[src/rtl/axi_mem_bridge.sv]
// AXI4-Lite slave to simple memory-controller bridge.
// One transaction in flight; each memory access holds its request for WAIT_CYCLES cycles.
// Optional build macro BRIDGE_ADDR_CHECK_EN: addresses with bits [15:14] != 0 get SLVERR
// without touching memory.
module axi_mem_bridge #(
    parameter int unsigned WAIT_CYCLES = 3
) (
    input  logic        clk,
    input  logic        rst,
    input  logic [31:0] S_AXI_AWADDR,
    input  logic        S_AXI_AWVALID,
    output logic        S_AXI_AWREADY,
    input  logic [31:0] S_AXI_WDATA,
    input  logic        S_AXI_WVALID,
    output logic        S_AXI_WREADY,
    output logic [1:0]  S_AXI_BRESP,
    output logic        S_AXI_BVALID,
    input  logic        S_AXI_BREADY,
    input  logic [31:0] S_AXI_ARADDR,
    input  logic        S_AXI_ARVALID,
    output logic        S_AXI_ARREADY,
    output logic [31:0] S_AXI_RDATA,
    output logic [1:0]  S_AXI_RRESP,
    output logic        S_AXI_RVALID,
    input  logic        S_AXI_RREADY,
    output logic [31:0] mem_awaddr,
    output logic [31:0] mem_araddr,
    output logic [31:0] mem_wdata,
    output logic        mem_wr_req,
    output logic        mem_rd_req,
    input  logic [31:0] mem_rdata
);

    typedef enum logic [2:0] {
        StIdle,
        StWrAcc,
        StWrResp,
        StRdAcc,
        StRdResp
    } state_e;

    localparam logic [3:0] LastCnt = 4'(WAIT_CYCLES - 1);

    state_e      state_q, state_d;
    logic [3:0]  cnt_q, cnt_d;
    logic [31:0] rdata_q, rdata_d;
    logic [1:0]  rresp_q, rresp_d;
    logic [1:0]  bresp_q, bresp_d;
    logic [31:0] araddr_q, araddr_d;
    logic [31:0] awaddr_q, awaddr_d;
    logic [31:0] wdata_q, wdata_d;

    logic idle;
    logic aw_hs;
    logic ar_bad;
    logic aw_bad;

    assign idle  = (state_q == StIdle);
    // Read has priority: a pending AR blocks the write handshake.
    assign aw_hs = idle && S_AXI_AWVALID && S_AXI_WVALID && !S_AXI_ARVALID;

`ifdef BRIDGE_ADDR_CHECK_EN
    assign ar_bad = (S_AXI_ARADDR[15:14] != 2'b00);
    assign aw_bad = (S_AXI_AWADDR[15:14] != 2'b00);
`else
    assign ar_bad = 1'b0;
    assign aw_bad = 1'b0;
`endif

    // Next-state logic for the transaction FSM and its registered outputs.
    always_comb begin
        state_d  = state_q;
        cnt_d    = cnt_q;
        rdata_d  = rdata_q;
        rresp_d  = rresp_q;
        bresp_d  = bresp_q;
        araddr_d = araddr_q;
        awaddr_d = awaddr_q;
        wdata_d  = wdata_q;
        unique case (state_q)
            StIdle: begin
                if (S_AXI_ARVALID) begin
                    araddr_d = S_AXI_ARADDR;
                    cnt_d    = 4'd0;
                    if (ar_bad) begin
                        state_d = StRdResp;
                        rdata_d = 32'd0;
                        rresp_d = 2'b10;
                    end else begin
                        state_d = StRdAcc;
                    end
                end else if (aw_hs) begin
                    awaddr_d = S_AXI_AWADDR;
                    wdata_d  = S_AXI_WDATA;
                    cnt_d    = 4'd0;
                    if (aw_bad) begin
                        state_d = StWrResp;
                        bresp_d = 2'b10;
                    end else begin
                        state_d = StWrAcc;
                    end
                end
            end
            StRdAcc: begin
                if (cnt_q == LastCnt) begin
                    state_d = StRdResp;
                    rdata_d = mem_rdata;
                    rresp_d = 2'b00;
                end else begin
                    cnt_d = cnt_q + 4'd1;
                end
            end
            StWrAcc: begin
                if (cnt_q == LastCnt) begin
                    state_d = StWrResp;
                    bresp_d = 2'b00;
                end else begin
                    cnt_d = cnt_q + 4'd1;
                end
            end
            StRdResp: if (S_AXI_RREADY) state_d = StIdle;
            StWrResp: if (S_AXI_BREADY) state_d = StIdle;
            default:  state_d = StIdle;
        endcase
    end

    // State and output registers; reset abandons any transaction in flight.
    always_ff @(posedge clk or posedge rst) begin
        if (rst) begin
            state_q  <= StIdle;
            cnt_q    <= 4'd0;
            rdata_q  <= 32'd0;
            rresp_q  <= 2'b00;
            bresp_q  <= 2'b00;
            araddr_q <= 32'd0;
            awaddr_q <= 32'd0;
            wdata_q  <= 32'd0;
        end else begin
            state_q  <= state_d;
            cnt_q    <= cnt_d;
            rdata_q  <= rdata_d;
            rresp_q  <= rresp_d;
            bresp_q  <= bresp_d;
            araddr_q <= araddr_d;
            awaddr_q <= awaddr_d;
            wdata_q  <= wdata_d;
        end
    end

    assign S_AXI_ARREADY = idle;
    assign S_AXI_AWREADY = aw_hs;
    assign S_AXI_WREADY  = aw_hs;
    assign S_AXI_RVALID  = (state_q == StRdResp);
    assign S_AXI_BVALID  = (state_q == StWrResp);
    assign S_AXI_RDATA   = rdata_q;
    assign S_AXI_RRESP   = rresp_q;
    assign S_AXI_BRESP   = bresp_q;
    assign mem_rd_req    = (state_q == StRdAcc);
    assign mem_wr_req    = (state_q == StWrAcc);
    assign mem_araddr    = araddr_q;
    assign mem_awaddr    = awaddr_q;
    assign mem_wdata     = wdata_q;

endmodule

[config.mk]
export PLATFORM = sky130hd
export DESIGN_NAME = axi_mem_bridge
export DESIGN_NICKNAME = d
export VERILOG_FILES = /design/src/rtl/axi_mem_bridge.sv
export SDC_FILE = /design/constraint.sdc
export NUM_CORES = 1
export LEC_CHECK = 0
export BUFFER_PORTS_ARGS = -buffer_cell sky130_fd_sc_hd__buf_2
export CAP_MARGIN = 20
export CORE_MARGIN = 3
export CORE_UTILIZATION = 49
export CTS_CLUSTER_DIAMETER = 200
export DETAILED_ROUTE_END_ITERATION = 6
export GPL_TIMING_DRIVEN = 0
export PLACE_DENSITY = 0.92
export SYNTH_ARGS = -nofsm -noshare
export SYNTH_HDL_FRONTEND = slang
export SYNTH_SLANG_ARGS = --single-unit
[constraint.sdc]
create_clock -name clk -period 6.3 [get_ports clk]
set_input_delay 0.315 -clock clk [delete_from_list [all_inputs] [get_ports clk]]
set_output_delay 0.315 -clock clk [all_outputs]
set_load 0.02 [all_outputs]
==> results.ini <==
[outcome]
outcome = complete, no violations

[setup_path]
r2r_start = cnt_q[0]
r2r_slack_ns = 4.16
crit_path_start_kind = flip-flop
critPathKind = flip-flop to primary output
reg2reg_to = S_AXI_RDATA[25]
r2r.worst_path.cells = 7
path_max_fanout = 11
worstSetupEndpointType = primary output
arrival_ns = 2.23
critPathRequiredTime_ns = 5.98

[yosys]
syn_area_um2 = 5299
yosysSeqAreaShare = 0.6375
ys_ff_latch = 135
synth_cells = 327
yosysWarnings = 0
synthTopCellsByCount = 135 x dfrtp_1, 96 x mux2_1, 34 x mux2_2, 11 x buf_2, 6 x buf_6
yosysTopAreaCell = dfrtp_1
synthArstFlopShare = 1.000
synth-edff-count = 0
synth_area_leaders = dfrtp_1 64%, mux2_1 20%, mux2_2 7.2%
synth_top_area_share = 0.6375
post-synth-top-count-cell = dfrtp_1
synth-main-ff-cell = dfrtp_1
synth_cell_types = 30
syn_avg_cell_area_um2 = 16.20

[placement]
gp_congestion = 0.7665
dp_hpwl_mm = 9.985
place_area_um2 = 6859
io_buffers = 269
place_inst = 736
dp_slack_ns = 4.164

[flow_run]
maxCapViolCount = 0

[layout]
fill_cells = 690
nets = 769
drive_gt1_frac = 0.5566
fin_area_um2 = 7610
fin_util = 0.7306
syn_to_final_growth_pct = 43.61
antenna_cells = 0
instances_no_fill = 781

[die]
num_io_pins = 274
placementRows = 37
initial_core_util = 0.5087
fp.dieH_um = 110.0
die-area_um2 = 12100
die_w_um = 110.0
core-area_um2 = 10420

[timing]
setup_viol = 0
fin_crit_ns = 2.542
tightestPinTransition_ns = 0.5725
rsz0062_at_grt = no
fin_skew_ns = 0.009874
fmaxAchievable_mhz = 393.4
slew_headroom = 0.6184
worst_slack_ns = 3.758
finalSetupTns_ns = 0
finalCritPeriodShare = 0.4035
maxSlewViolCount = 0
hold_viol_final = 0

[detailed_routing]
routed-via-count = 3799
wirelength_mm = 13.35
drc = 0
via_per_inst = 4.864
dr.pass1.iters = 4
antenna_left = 0
wire_per_inst_um = 17.09
first_iter_violations = 121

[hold_path]
hp-class = input port to flip-flop
whs_path_depth = 2
hp-start = mem_rdata[21]
min_to = S_AXI_RDATA[21]

[cts]
clk_pin_slew_ns = 0.06
insertion_delay_ns = 0.51
cts-root-buf = clkbuf_8
tritoncts = yes
numCtsBuffers = 17
cts_max_level = 4
clockBufferDepth = 2
clock-sinks = 135

[power]
power_density_nw_per_um2 = 542.4
peakVddDrop_v = 0.0002563
leakagePower_nw = 4.015

[global_routing]
grt_pass1_wl_mm = 19.10
antenna_found_initial = 0
grt_usage = 0.2124
grt_max_degree = 74
overflow = 0
grt_pass1_vias = 3966

## power by group
group	total (mW)	switching [mW]	internal, mW
Combinational	1.61	0.968	0.645
Clock	1.02	0.354	0.665
Sequential	1.49	0.208	1.29
## logic make-up (layout without fill, tap and decap cells)
family / count (synthesis) / after routing / synth area share
other: 1 / 4 / 0.0007077
DFF: 135 / 135 / 0.6375
buffers and inverters: 27 / 342 / 0.03376
xor gates and xnor gates: 1 / 1 / 0.001653
and+or+nand+nor: 26 / 26 / 0.03495
adders and majority gates: 2 / 2 / 0.004722
AOI/OAI and AO/OA: 5 / 5 / 0.01039
muxes: 130 / 130 / 0.2763
## per-layer routing
metal	global-route usage	up-vias	routed length (µm)
li1	-	1748	-
met3	0.05591	38	949
met4	0.1229	0	460
met1	0.2086	1842	4579
met5	0	-	0
met2	0.3973	171	7362
## cell type report
class	instances	area, µm²	area share
Clock buffer	21	449.2	0.05903
Inverter	4	20.02	0.002631
Buffer	23	163.9	0.02154
Timing Repair Buffer	283	1504	0.1976
Sequential cell	135	3378	0.4439
Multi-Input combinational cell	168	1753	0.2304
Tap cell	136	170.2	0.02236
Clock inverter	11	171.4	0.02253
## worst max-delay path, cell delays in order, from the launching register on
cell and delay [ns]:
dfrtp_1 0.38, buf_2 0.18, nor4_4 0.34, and2b_1 0.21, buf_6 0.18, buf_6 0.17
buf_4 0.11, buf_2 0.14
## flip-flops by register name, summed over array words and instances (netlist names)
name         count
mem_awaddr      32
state_q          3
mem_araddr      32
mem_wdata       32
cnt_q            4
S_AXI_RDATA     32
## timing repair
| action | CTS | global route |
|---|---|---|
| setup buffers | 0 | 0 |
| hold buffers | 13 | 0 |
| gates resized for setup | 0 | 0 |
| setup endpoints to repair | 0 | 0 |
| hold endpoints to repair | 74 | 0 |
## cell usage in the layout (no fill, tap or decap), types with 3 or more instances in the layout
cell type      netlist  layout
inv_1                4       3
clkbuf_16            0      16
clkbuf_1             1       3
nand2b_1             4       4
nor2b_1              3       3
mux2_1              96      96
dlygate4sd3_1        0      13
conb_1               1       4
mux2_2              34      34
or4b_1               3       3
nor2_1               3       3
buf_2               11     280
dfrtp_1            135     135
clkbuf_8             0       3
bufinv_16            0       4
buf_4                5       5
buf_6                6       6
## worst max path at each step
stage	to	from	slack [ns]	depth (start not counted)
4_1_cts	S_AXI_WREADY	state_q[1]	3.69	7
3_5_place_dp	S_AXI_RDATA[25]	cnt_q[0]	4.16	7
6_report	S_AXI_WREADY	state_q[1]	3.76	7
2_1_floorplan	S_AXI_RDATA[0]	rst	2.37	1
5_1_grt	S_AXI_WREADY	state_q[1]	3.61	7
3_3_place_gp	mem_araddr[18]	rst	1.25	2
## stage by stage
step	hold slack, ns	power, mW
floorplan	0.4497	2.489
global placement	0.4613	3.029
detailed placement	0.4197	3.126
CTS	0.0001618	4.171
global route	0.001478	4.345
finish	0.02234	4.127
Power figures use the tool's default switching activity.
